==> src/rtl/axi_lite_reg_slave_if.sv <==
// AXI4-Lite bus bundle between a master adapter and the register slave.
interface axi_lite_reg_slave_if #(
  parameter int ADDR_W = 32
);
  logic [ADDR_W-1:0] S_AXI_AWADDR;
  logic              S_AXI_AWVALID;
  logic              S_AXI_AWREADY;
  logic [31:0]       S_AXI_WDATA;
  logic [3:0]        S_AXI_WSTRB;
  logic              S_AXI_WVALID;
  logic              S_AXI_WREADY;
  logic [1:0]        S_AXI_BRESP;
  logic              S_AXI_BVALID;
  logic              S_AXI_BREADY;
  logic [ADDR_W-1:0] S_AXI_ARADDR;
  logic              S_AXI_ARVALID;
  logic              S_AXI_ARREADY;
  logic [31:0]       S_AXI_RDATA;
  logic [1:0]        S_AXI_RRESP;
  logic              S_AXI_RVALID;
  logic              S_AXI_RREADY;

  modport master (
    output S_AXI_AWADDR, S_AXI_AWVALID, S_AXI_WDATA, S_AXI_WSTRB, S_AXI_WVALID,
    output S_AXI_BREADY, S_AXI_ARADDR, S_AXI_ARVALID, S_AXI_RREADY,
    input  S_AXI_AWREADY, S_AXI_WREADY, S_AXI_BRESP, S_AXI_BVALID,
    input  S_AXI_ARREADY, S_AXI_RDATA, S_AXI_RRESP, S_AXI_RVALID
  );

  modport slave (
    input  S_AXI_AWADDR, S_AXI_AWVALID, S_AXI_WDATA, S_AXI_WSTRB, S_AXI_WVALID,
    input  S_AXI_BREADY, S_AXI_ARADDR, S_AXI_ARVALID, S_AXI_RREADY,
    output S_AXI_AWREADY, S_AXI_WREADY, S_AXI_BRESP, S_AXI_BVALID,
    output S_AXI_ARREADY, S_AXI_RDATA, S_AXI_RRESP, S_AXI_RVALID
  );
endinterface

==> src/rtl/axi_lite_reg_slave.sv <==
// AXI4-Lite register bank: NUM_REGS x 32-bit control/status registers with
// byte-strobed writes, one-hot write pulses and SLVERR on out-of-range access.
module axi_lite_reg_slave #(
  parameter int ADDR_W   = 32,
  parameter int NUM_REGS = 16
) (
  input  logic                     clk,
  input  logic                     resetn,
  axi_lite_reg_slave_if.slave      s_axi,
  output logic [32*NUM_REGS-1:0]   reg_q,
  output logic [NUM_REGS-1:0]      wr_pulse
);
  localparam int IDX_W = $clog2(NUM_REGS);
  localparam logic [1:0] RESP_OKAY   = 2'b00;
  localparam logic [1:0] RESP_SLVERR = 2'b10;

  logic [31:0]       regs [NUM_REGS];
  logic              aw_held, w_held;
  logic [ADDR_W-1:0] aw_addr_q;
  logic [31:0]       w_data_q;
  logic [3:0]        w_strb_q;
  logic              bvalid_q, rvalid_q;
  logic [1:0]        bresp_q, rresp_q;
  logic [31:0]       rdata_q;

  logic              aw_hs, w_hs, ar_hs, commit;
  logic [ADDR_W-1:0] wr_addr;
  logic [31:0]       wr_data;
  logic [3:0]        wr_strb;
  logic [IDX_W-1:0]  wr_idx, rd_idx;
  logic              wr_in_range, rd_in_range;
  logic [NUM_REGS-1:0] wr_onehot;

  assign s_axi.S_AXI_AWREADY = !aw_held && !bvalid_q;
  assign s_axi.S_AXI_WREADY  = !w_held && !bvalid_q;
  assign s_axi.S_AXI_ARREADY = !rvalid_q;
  assign s_axi.S_AXI_BVALID  = bvalid_q;
  assign s_axi.S_AXI_BRESP   = bresp_q;
  assign s_axi.S_AXI_RVALID  = rvalid_q;
  assign s_axi.S_AXI_RRESP   = rresp_q;
  assign s_axi.S_AXI_RDATA   = rdata_q;

  assign aw_hs = s_axi.S_AXI_AWVALID && s_axi.S_AXI_AWREADY;
  assign w_hs  = s_axi.S_AXI_WVALID && s_axi.S_AXI_WREADY;
  assign ar_hs = s_axi.S_AXI_ARVALID && s_axi.S_AXI_ARREADY;

  // A write commits as soon as address and data are both available, whether
  // captured earlier or arriving this cycle; the live bus wins over an empty latch.
  assign commit  = (aw_held || aw_hs) && (w_held || w_hs);
  assign wr_addr = aw_held ? aw_addr_q : s_axi.S_AXI_AWADDR;
  assign wr_data = w_held ? w_data_q : s_axi.S_AXI_WDATA;
  assign wr_strb = w_held ? w_strb_q : s_axi.S_AXI_WSTRB;

  assign wr_idx      = wr_addr[2 +: IDX_W];
  assign wr_in_range = (wr_addr >> (IDX_W + 2)) == '0;
  assign rd_idx      = s_axi.S_AXI_ARADDR[2 +: IDX_W];
  assign rd_in_range = (s_axi.S_AXI_ARADDR >> (IDX_W + 2)) == '0;

  always_comb begin
    wr_onehot         = '0;
    wr_onehot[wr_idx] = 1'b1;
  end

  always_ff @(posedge clk) begin
    if (!resetn) begin
      aw_held   <= 1'b0;
      w_held    <= 1'b0;
      aw_addr_q <= '0;
      w_data_q  <= '0;
      w_strb_q  <= '0;
      bvalid_q  <= 1'b0;
      bresp_q   <= RESP_OKAY;
      wr_pulse  <= '0;
      for (int k = 0; k < NUM_REGS; k++) regs[k] <= '0;
    end else begin
      wr_pulse <= '0;
      if (commit) begin
        aw_held  <= 1'b0;
        w_held   <= 1'b0;
        bvalid_q <= 1'b1;
        if (wr_in_range) begin
          bresp_q  <= RESP_OKAY;
          wr_pulse <= wr_onehot;
          for (int b = 0; b < 4; b++) begin
            if (wr_strb[b]) regs[wr_idx][8*b +: 8] <= wr_data[8*b +: 8];
          end
        end else begin
          bresp_q <= RESP_SLVERR;
        end
      end else begin
        if (aw_hs) begin
          aw_held   <= 1'b1;
          aw_addr_q <= s_axi.S_AXI_AWADDR;
        end
        if (w_hs) begin
          w_held   <= 1'b1;
          w_data_q <= s_axi.S_AXI_WDATA;
          w_strb_q <= s_axi.S_AXI_WSTRB;
        end
        if (bvalid_q && s_axi.S_AXI_BREADY) bvalid_q <= 1'b0;
      end
    end
  end

  // Reads sample regs as they stood before this edge, so a same-edge write is not visible.
  always_ff @(posedge clk) begin
    if (!resetn) begin
      rvalid_q <= 1'b0;
      rresp_q  <= RESP_OKAY;
      rdata_q  <= '0;
    end else if (ar_hs) begin
      rvalid_q <= 1'b1;
      rresp_q  <= rd_in_range ? RESP_OKAY : RESP_SLVERR;
      rdata_q  <= rd_in_range ? regs[rd_idx] : 32'h0;
    end else if (rvalid_q && s_axi.S_AXI_RREADY) begin
      rvalid_q <= 1'b0;
    end
  end

  for (genvar k = 0; k < NUM_REGS; k++) begin : g_reg_q
    assign reg_q[32*k +: 32] = regs[k];
  end
endmodule

==> src/flat_wrapper.sv <==
// flat-port wrapper written by rule: the top's interface ports become plain ports
module axi_lite_reg_slave_flat 
#(
  parameter int ADDR_W   = 32,
  parameter int NUM_REGS = 16
)
  (clk, resetn, reg_q, wr_pulse, s_axi_S_AXI_AWADDR, s_axi_S_AXI_AWVALID, s_axi_S_AXI_WDATA, s_axi_S_AXI_WSTRB, s_axi_S_AXI_WVALID, s_axi_S_AXI_BREADY, s_axi_S_AXI_ARADDR, s_axi_S_AXI_ARVALID, s_axi_S_AXI_RREADY, s_axi_S_AXI_AWREADY, s_axi_S_AXI_WREADY, s_axi_S_AXI_BRESP, s_axi_S_AXI_BVALID, s_axi_S_AXI_ARREADY, s_axi_S_AXI_RDATA, s_axi_S_AXI_RRESP, s_axi_S_AXI_RVALID);
  axi_lite_reg_slave_if #(.ADDR_W(ADDR_W)) s_axi_i ();
  input  logic clk;
  input  logic resetn;
  output logic [32*NUM_REGS-1:0] reg_q;
  output logic [NUM_REGS-1:0] wr_pulse;
  input wire logic [$bits(s_axi_i.S_AXI_AWADDR)-1:0] s_axi_S_AXI_AWADDR;
  input wire logic [$bits(s_axi_i.S_AXI_AWVALID)-1:0] s_axi_S_AXI_AWVALID;
  input wire logic [$bits(s_axi_i.S_AXI_WDATA)-1:0] s_axi_S_AXI_WDATA;
  input wire logic [$bits(s_axi_i.S_AXI_WSTRB)-1:0] s_axi_S_AXI_WSTRB;
  input wire logic [$bits(s_axi_i.S_AXI_WVALID)-1:0] s_axi_S_AXI_WVALID;
  input wire logic [$bits(s_axi_i.S_AXI_BREADY)-1:0] s_axi_S_AXI_BREADY;
  input wire logic [$bits(s_axi_i.S_AXI_ARADDR)-1:0] s_axi_S_AXI_ARADDR;
  input wire logic [$bits(s_axi_i.S_AXI_ARVALID)-1:0] s_axi_S_AXI_ARVALID;
  input wire logic [$bits(s_axi_i.S_AXI_RREADY)-1:0] s_axi_S_AXI_RREADY;
  output wire logic [$bits(s_axi_i.S_AXI_AWREADY)-1:0] s_axi_S_AXI_AWREADY;
  output wire logic [$bits(s_axi_i.S_AXI_WREADY)-1:0] s_axi_S_AXI_WREADY;
  output wire logic [$bits(s_axi_i.S_AXI_BRESP)-1:0] s_axi_S_AXI_BRESP;
  output wire logic [$bits(s_axi_i.S_AXI_BVALID)-1:0] s_axi_S_AXI_BVALID;
  output wire logic [$bits(s_axi_i.S_AXI_ARREADY)-1:0] s_axi_S_AXI_ARREADY;
  output wire logic [$bits(s_axi_i.S_AXI_RDATA)-1:0] s_axi_S_AXI_RDATA;
  output wire logic [$bits(s_axi_i.S_AXI_RRESP)-1:0] s_axi_S_AXI_RRESP;
  output wire logic [$bits(s_axi_i.S_AXI_RVALID)-1:0] s_axi_S_AXI_RVALID;
  assign s_axi_i.S_AXI_AWADDR = s_axi_S_AXI_AWADDR;
  assign s_axi_i.S_AXI_AWVALID = s_axi_S_AXI_AWVALID;
  assign s_axi_i.S_AXI_WDATA = s_axi_S_AXI_WDATA;
  assign s_axi_i.S_AXI_WSTRB = s_axi_S_AXI_WSTRB;
  assign s_axi_i.S_AXI_WVALID = s_axi_S_AXI_WVALID;
  assign s_axi_i.S_AXI_BREADY = s_axi_S_AXI_BREADY;
  assign s_axi_i.S_AXI_ARADDR = s_axi_S_AXI_ARADDR;
  assign s_axi_i.S_AXI_ARVALID = s_axi_S_AXI_ARVALID;
  assign s_axi_i.S_AXI_RREADY = s_axi_S_AXI_RREADY;
  assign s_axi_S_AXI_AWREADY = s_axi_i.S_AXI_AWREADY;
  assign s_axi_S_AXI_WREADY = s_axi_i.S_AXI_WREADY;
  assign s_axi_S_AXI_BRESP = s_axi_i.S_AXI_BRESP;
  assign s_axi_S_AXI_BVALID = s_axi_i.S_AXI_BVALID;
  assign s_axi_S_AXI_ARREADY = s_axi_i.S_AXI_ARREADY;
  assign s_axi_S_AXI_RDATA = s_axi_i.S_AXI_RDATA;
  assign s_axi_S_AXI_RRESP = s_axi_i.S_AXI_RRESP;
  assign s_axi_S_AXI_RVALID = s_axi_i.S_AXI_RVALID;
  axi_lite_reg_slave #(.ADDR_W(ADDR_W), .NUM_REGS(NUM_REGS)) u_core (.clk(clk), .resetn(resetn), .s_axi(s_axi_i), .reg_q(reg_q), .wr_pulse(wr_pulse));
endmodule
==> config.mk <==
export PLATFORM = sky130hd
export DESIGN_NAME = axi_lite_reg_slave_flat
export DESIGN_NICKNAME = d
export VERILOG_FILES = /design/src/rtl/axi_lite_reg_slave_if.sv /design/src/rtl/axi_lite_reg_slave.sv /design/src/flat_wrapper.sv
export SDC_FILE = /design/constraint.sdc
export NUM_CORES = 1
export LEC_CHECK = 0
export CORE_ASPECT_RATIO = 0.7
export CORE_UTILIZATION = 35
export DETAILED_ROUTE_END_ITERATION = 7
export GPL_TIMING_DRIVEN = 0
export SYNTH_ARGS = -nofsm -noshare
export SYNTH_HDL_FRONTEND = slang
export SYNTH_SLANG_ARGS = --single-unit
export TNS_END_PERCENT = 1
==> constraint.sdc <==
create_clock -name clk -period 3.1 [get_ports clk]
set_input_delay 0.31 -clock clk [delete_from_list [all_inputs] [get_ports clk]]
set_output_delay 0.31 -clock clk [all_outputs]
set_load 0.005 [all_outputs]
==> out/qor.yml, run 1 <==
outcome: "finished, violations left"
failed_checks: "negative setup slack"
syn_area_per_cell_um2: 12.7
yosys-top-cells-area: "edfxtp_1 (56%), mux4_2 (11%), dfxtp_1 (8.8%), nor2_1 (7.5%), nand2_1 (4.6%)"
syn_area_mm2: 0.0274
drt_wl_total_mm: 137
initial_core_util: 0.355
async_flop_share: 0
nets: 3075
slew_viol_final: 0
antenna_found_initial: 15
max_stage_delay_ps: 530
cts-buffers-inserted: 67
route.detailed.drc: 0
arrival_ps: 3550
detail_route.wl_per_cell_um: 33.5
cp-end-kind: "flop"
worst_slack_ps: -134
synth_top_area_cell: "edfxtp_1"
critical_path_class: "flop to flop"
synth_edf_count: 512
firstDrtPassIters: 5
path_cells: "buf_6 -> nor4b_2 -> nand2_1 -> o41ai_4 -> o2111ai_1 -> buf_2 -> o31ai_2 -> buf_4"
clock_sinks: 632
routed_via_density: 5.74
power_leakage_nw: 12.8
tightest_slew_ps: 1480
synth.distinct_cells: 41
io_buffers: 665
grt_use_total: 0.339
hpwl_mm: 104
cts_max_path_buffers: 3
maxCapViolations: 0
fin_crit_sh: 1.04
final_area_mm2: 0.0389
grt_setup_unrepaired: "true"
layout-drive-gt1-share: 0.147
start_kind: "flop"
grt_overflow_total: 0
synth_seq_area_share: 0.649
critPathSlowestCell: "o41ai_4"
power_density_mw_per_mm2: 521
grt_pass1_vias: 23000
cts_tree: "yes"
clk_pin_slew_worst_paths_ps: 60
setup_viol: 160
dieArea_mm2: 0.0794
gp_congestion: 0.920
peakVddDrop_uv: 362
clk_latency_ps: 620
h-tree-depth: 3
ys_warn_count: 0
ioPinCount: 676
whs_ps: 287
grt_pass1_wl_mm: 184
hold_path_class: "primary input to flop"
power_w: 0.0203
fin_crit_ps: 3230
finalHoldViolCount: 0
fp.dieW_um: 336
post-route-util: 0.504
grt_max_degree: 15
ant_nets: 0
rows: 85
syn_inst: 2155
synth_common_cells: "nor2_1 (546), edfxtp_1 (512), nand2_1 (334), mux4_2 (128), dfxtp_1 (120)"
fin_skew_ps: 15.4
max_freq_mhz: 309
ys_seq_elements: 632
slew_headroom: 0.0154
die-height_um: 236
synth_top_area_frac: 0.561
vias: 23400
clock-root-buffer: "clkbuf_16"
placed_cell_area_mm2: 0.0360
drt_iter0_markers: 3157
core_area_mm2: 0.0771
cp_max_fo: 10
required_ps: 3420
synth_most_common_cell: "nor2_1"
ys.flop_type: "edfxtp_1"
area_growth_pct: 41.9
==> metrics by stage <==
stage	worst slack, ps	std cells	TNS (ps)
final	-134	4077	-10450
after detailed placement	-838	3918	-339000
after floorplan	408	2156	0
after CTS	-196	4057	-12400
after global placement	-1870	3865	-820180
after global routing	-258	4075	-36160
==> cell usage in the layout (no fill, tap or decap), types with 11 or more instances in the layout <==
cell / synthesis / final
nor4_1: 14 / 14
edfxtp_1: 512 / 512
clkbuf_16: 0 / 73
diode_2: 0 / 13
a22o_1: 32 / 32
clkbuf_1: 110 / 103
buf_6: 0 / 32
buf_1: 11 / 18
nor2b_1: 12 / 12
buf_4: 3 / 43
mux2_2: 31 / 31
buf_2: 39 / 39
mux2i_1: 32 / 32
dfxtp_1: 120 / 119
nor2_1: 546 / 545
clkbuf_2: 0 / 14
o21ai_2: 0 / 11
nand2_1: 334 / 331
a21boi_0: 67 / 67
o31ai_4: 0 / 23
o211ai_1: 38 / 38
o21ai_1: 1 / 19
mux4_2: 128 / 128
clkdlybuf4s50_1: 0 / 665
==> logic make-up (layout without fill, tap and decap cells) <==
family	Yosys count	in the layout	synth area share
simple gates	936	936	0.135
flops	632	632	0.649
compound gates	227	227	0.0609
mux	191	191	0.130
buf+inv	168	1032	0.0252
other cells	1	15	0.000137
==> cell type report <==
type	instances	area, um2
multi-input combinational	1356	9380
inverter	5	18.8
clock buffer	92	1930
fill	6736	38200
antenna	13	32.5
buffer	163	703
tap	1044	1310
clock inverter	29	270
sequential	632	17800
timing repair buffer	743	7450
==> power by group <==
group / internal [W] / leakage (nW) / switching, W
Clock: 0.00478 / 1.07 / 0.00352
Sequential: 0.00943 / 6.26 / 0.000246
Combinational: 0.00103 / 5.43 / 0.00125
Total: 0.0152 / 12.8 / 0.00502
==> worst max-delay path, delay by kind of cell, from the launching register on <==
family	cells	cell delay, ps
flip-flops	1	370
AND/OR/NAND/NOR	2	320
AO/OA/AOI/OAI	3	1400
buffers and inverters	3	840
==> state kept, by name, summed over array words and instances, names as in the netlist <==
signal and count:
u_core.s_axi.S_AXI_BRESP 1, u_core.w_data_q 32, u_core.s_axi.S_AXI_RVALID 1, u_core.s_axi.S_AXI_RRESP 1, u_core.s_axi.S_AXI_BVALID 1, u_core.s_axi.S_AXI_RDATA 32
u_core.aw_addr_q 30, u_core.wr_pulse 16, u_core.regs 512, u_core.w_strb_q 4, u_core.aw_held 1, u_core.w_held 1
==> path summary, 6_finish.rpt <==
path                   startpoint  depth (start not counted)  slack (ps)                   end
max                u_core.aw_held                          8        -130    u_core.regs[4][15]
min          s_axi_S_AXI_WSTRB[1]                          3         290    u_core.w_strb_q[1]
max reg2reg        u_core.aw_held                          8        -130    u_core.regs[4][15]
min reg2reg  u_core.aw_addr_q[15]                          2         470  u_core.aw_addr_q[15]
==> per-layer routing <==
metal,GRT usage,wire length (um),part of all wire,up-vias
met3,0.0950,17000,0.12,298
li1,-,-,-,9439
met2,0.533,62600,0.46,1856
met4,0.120,4980,0.036,2
met5,0,9,0.000066,-
met1,0.449,52000,0.38,11800
==> timing repair <==
action / CTS / global route
pin swaps: 19 / 6
hold buffers: 0 / 0
gates resized for setup: 47 / 30
setup buffers: 18 / 4
endpoints found under the setup margin: 628 / 527
Power figures use the tool's default switching activity.
==> run 2: changes to the inputs <==
- CORE_AREA: not set -> 2 2 259 261
- CORE_ASPECT_RATIO: 0.7 -> not set
- CORE_UTILIZATION: 35 -> not set
- DIE_AREA: not set -> 0 0 261 263
- PLACE_DENSITY: not set -> 0.69
==> run 2 against run 1 <==
The flow still finishes with violations (negative setup slack). Non-clock buffer count fell by 2. Sequential power hardly changed. Largest cell class unchanged. Critical endpoint is now u_core.regs[12][18]. Highest routed layer unchanged. Largest power group unchanged. Count of clock-buffer cells in the layout down 3. Wire length is 3.5% lower. Total power fell by 2.4%.
==> out/qor.yml, run 2 (synthesis gave the netlist of run 1 again) <==
maxCapViolations: 0
firstDrtPassIters: 6
ioPinCount: 676
fin_crit_ps: 3270
clkPwrFrac: 0.396
power_leakage_nw: 12.7
routed_via_density: 6.02
grt_use_total: 0.379
fin_skew_ps: 26.4
largest_reg_flops: 512
clock_sinks: 632
grt_setup_unrepaired: "true"
multiInputGateArea_mm2: 0.00943
hpwl_mm: 101
final_cell_mix: "clkdlybuf4s50_1 (665), nor2_1 (544), edfxtp_1 (512)"
slew_viol_final: 0
critPathTopFamily: "buffers and inverters"
path_cells: "buf_4 -> buf_2 -> nand2_1 -> o22ai_1 -> and2_1 -> o211ai_1 -> clkbuf_1 -> buf_1 -> nor2_1"
route.detailed.drc: 0
h-tree-depth: 3
nets: 3072
seqPwrFrac: 0.490
regArea_mm2: 0.0178
layout-drive-gt1-share: 0.147
ant_nets: 0
max_stage_delay_ps: 870
fp.dieW_um: 261
grt_overflow_total: 0
critPathSlowestCell: "buf_1"
nFillCells: 5312
p_switching_w: 0.00492
outcome: "finished, violations left"
rows: 94
arrival_ps: 3600
tightest_slew_ps: 1400
area_growth_pct: 40.3
max_freq_mhz: 306
intPower_w: 0.0148
cts_tree: "yes"
worst_slack_ps: -173
drt_iter0_markers: 3048
detail_route.wl_per_cell_um: 33.9
clk_pin_slew_worst_paths_ps: 60
mostFrequentLayoutCell: "clkdlybuf4s50_1"
antenna_found_initial: 11
fin_crit_sh: 1.06
drt_wl_total_mm: 132
cp_max_fo: 10
vias: 23400
placed_cell_area_mm2: 0.0358
cts-buffers-inserted: 66
io_buffers: 665
cp-end-kind: "flop"
grt_pass1_wl_mm: 179
finalSetupTns_ps: -5160
finalHoldViolCount: 0
grt_pass1_vias: 23000
cts_max_path_buffers: 3
start_kind: "flop"
holdBufCountCts: 0
swShare: 0.249
die-height_um: 263
failed_checks: "negative setup slack"
core_area_mm2: 0.0656
cp_num_buf_inv: 4
grt_max_degree: 15
required_ps: 3430
power_density_mw_per_mm2: 514
largest_register: "u_core.regs"
p_comb_frac: 0.113
final_area_mm2: 0.0384
hold_path_class: "primary input to flop"
gp_congestion: 0.994
setup_viol: 80
post-route-util: 0.585
dp_worst_setup_slack_ps: -1410
peakVddDrop_uv: 355
clock-root-buffer: "clkbuf_16"
critical_path_class: "flop to flop"
slew_headroom: 0.0665
dieArea_mm2: 0.0686
initial_core_util: 0.417
clk_latency_ps: 620
-- run 2: stage by stage --
stage / std cells / hold WS (ps) / total power [W]
5_1_grt: 3888 / 271 / 0.0201
4_1_cts: 3874 / 264 / 0.0197
3_3_place_gp: 3685 / 450 / 0.0119
3_5_place_dp: 3743 / 455 / 0.0120
2_1_floorplan: 2156 / 439 / 0.0106
6_report: 3890 / 279 / 0.0198
-- run 2: worst paths after layout --
check                          from                   end  slack (ps)  cells after the start
max                  u_core.aw_held   u_core.regs[12][18]        -170                      9
min          s_axi_S_AXI_AWADDR[29]  u_core.aw_addr_q[29]         280                      3
max reg2reg          u_core.aw_held   u_core.regs[12][18]        -170                      9
min reg2reg    u_core.aw_addr_q[12]  u_core.aw_addr_q[12]         460                      2
-- run 2: timing repair --
item,in CTS,in global routing
gates resized for setup,57,28
endpoints found under the setup margin,543,631
pin swaps,9,7
setup buffers,10,8
-- run 2: layer usage --
layer / GRT usage / part of all wire
met2: 0.612 / 0.47
met3: 0.130 / 0.13
met4: 0.178 / 0.058
met5: 0 / 0.00043
met1: 0.456 / 0.34
-- run 2: power groups by stage --
stage	combinational, W	clock [W]	sequential, W
CTS	0.00218	0.00779	0.00968
floorplan	0.000835	0	0.00976
detailed placement	0.00213	0	0.00985
global route	0.00232	0.00813	0.00969
finish	0.00224	0.00783	0.00968
global placement	0.00201	0	0.00986
-- run 2: cell type report --
type | count | area share
sequential | 632 | 0.463
multi-input combinational | 1356 | 0.245
timing repair buffer | 741 | 0.191
clock buffer | 89 | 0.0463
tap | 864 | 0.0281
buffer | 163 | 0.0182
clock inverter | 32 | 0.00746
antenna | 8 | 0.000521
inverter | 5 | 0.000489
-- run 2: tightest hold or removal path, stage by stage --
cell             delay (ps)
clkdlybuf4s50_1         420
nand2_1                  60
a21boi_0                 60
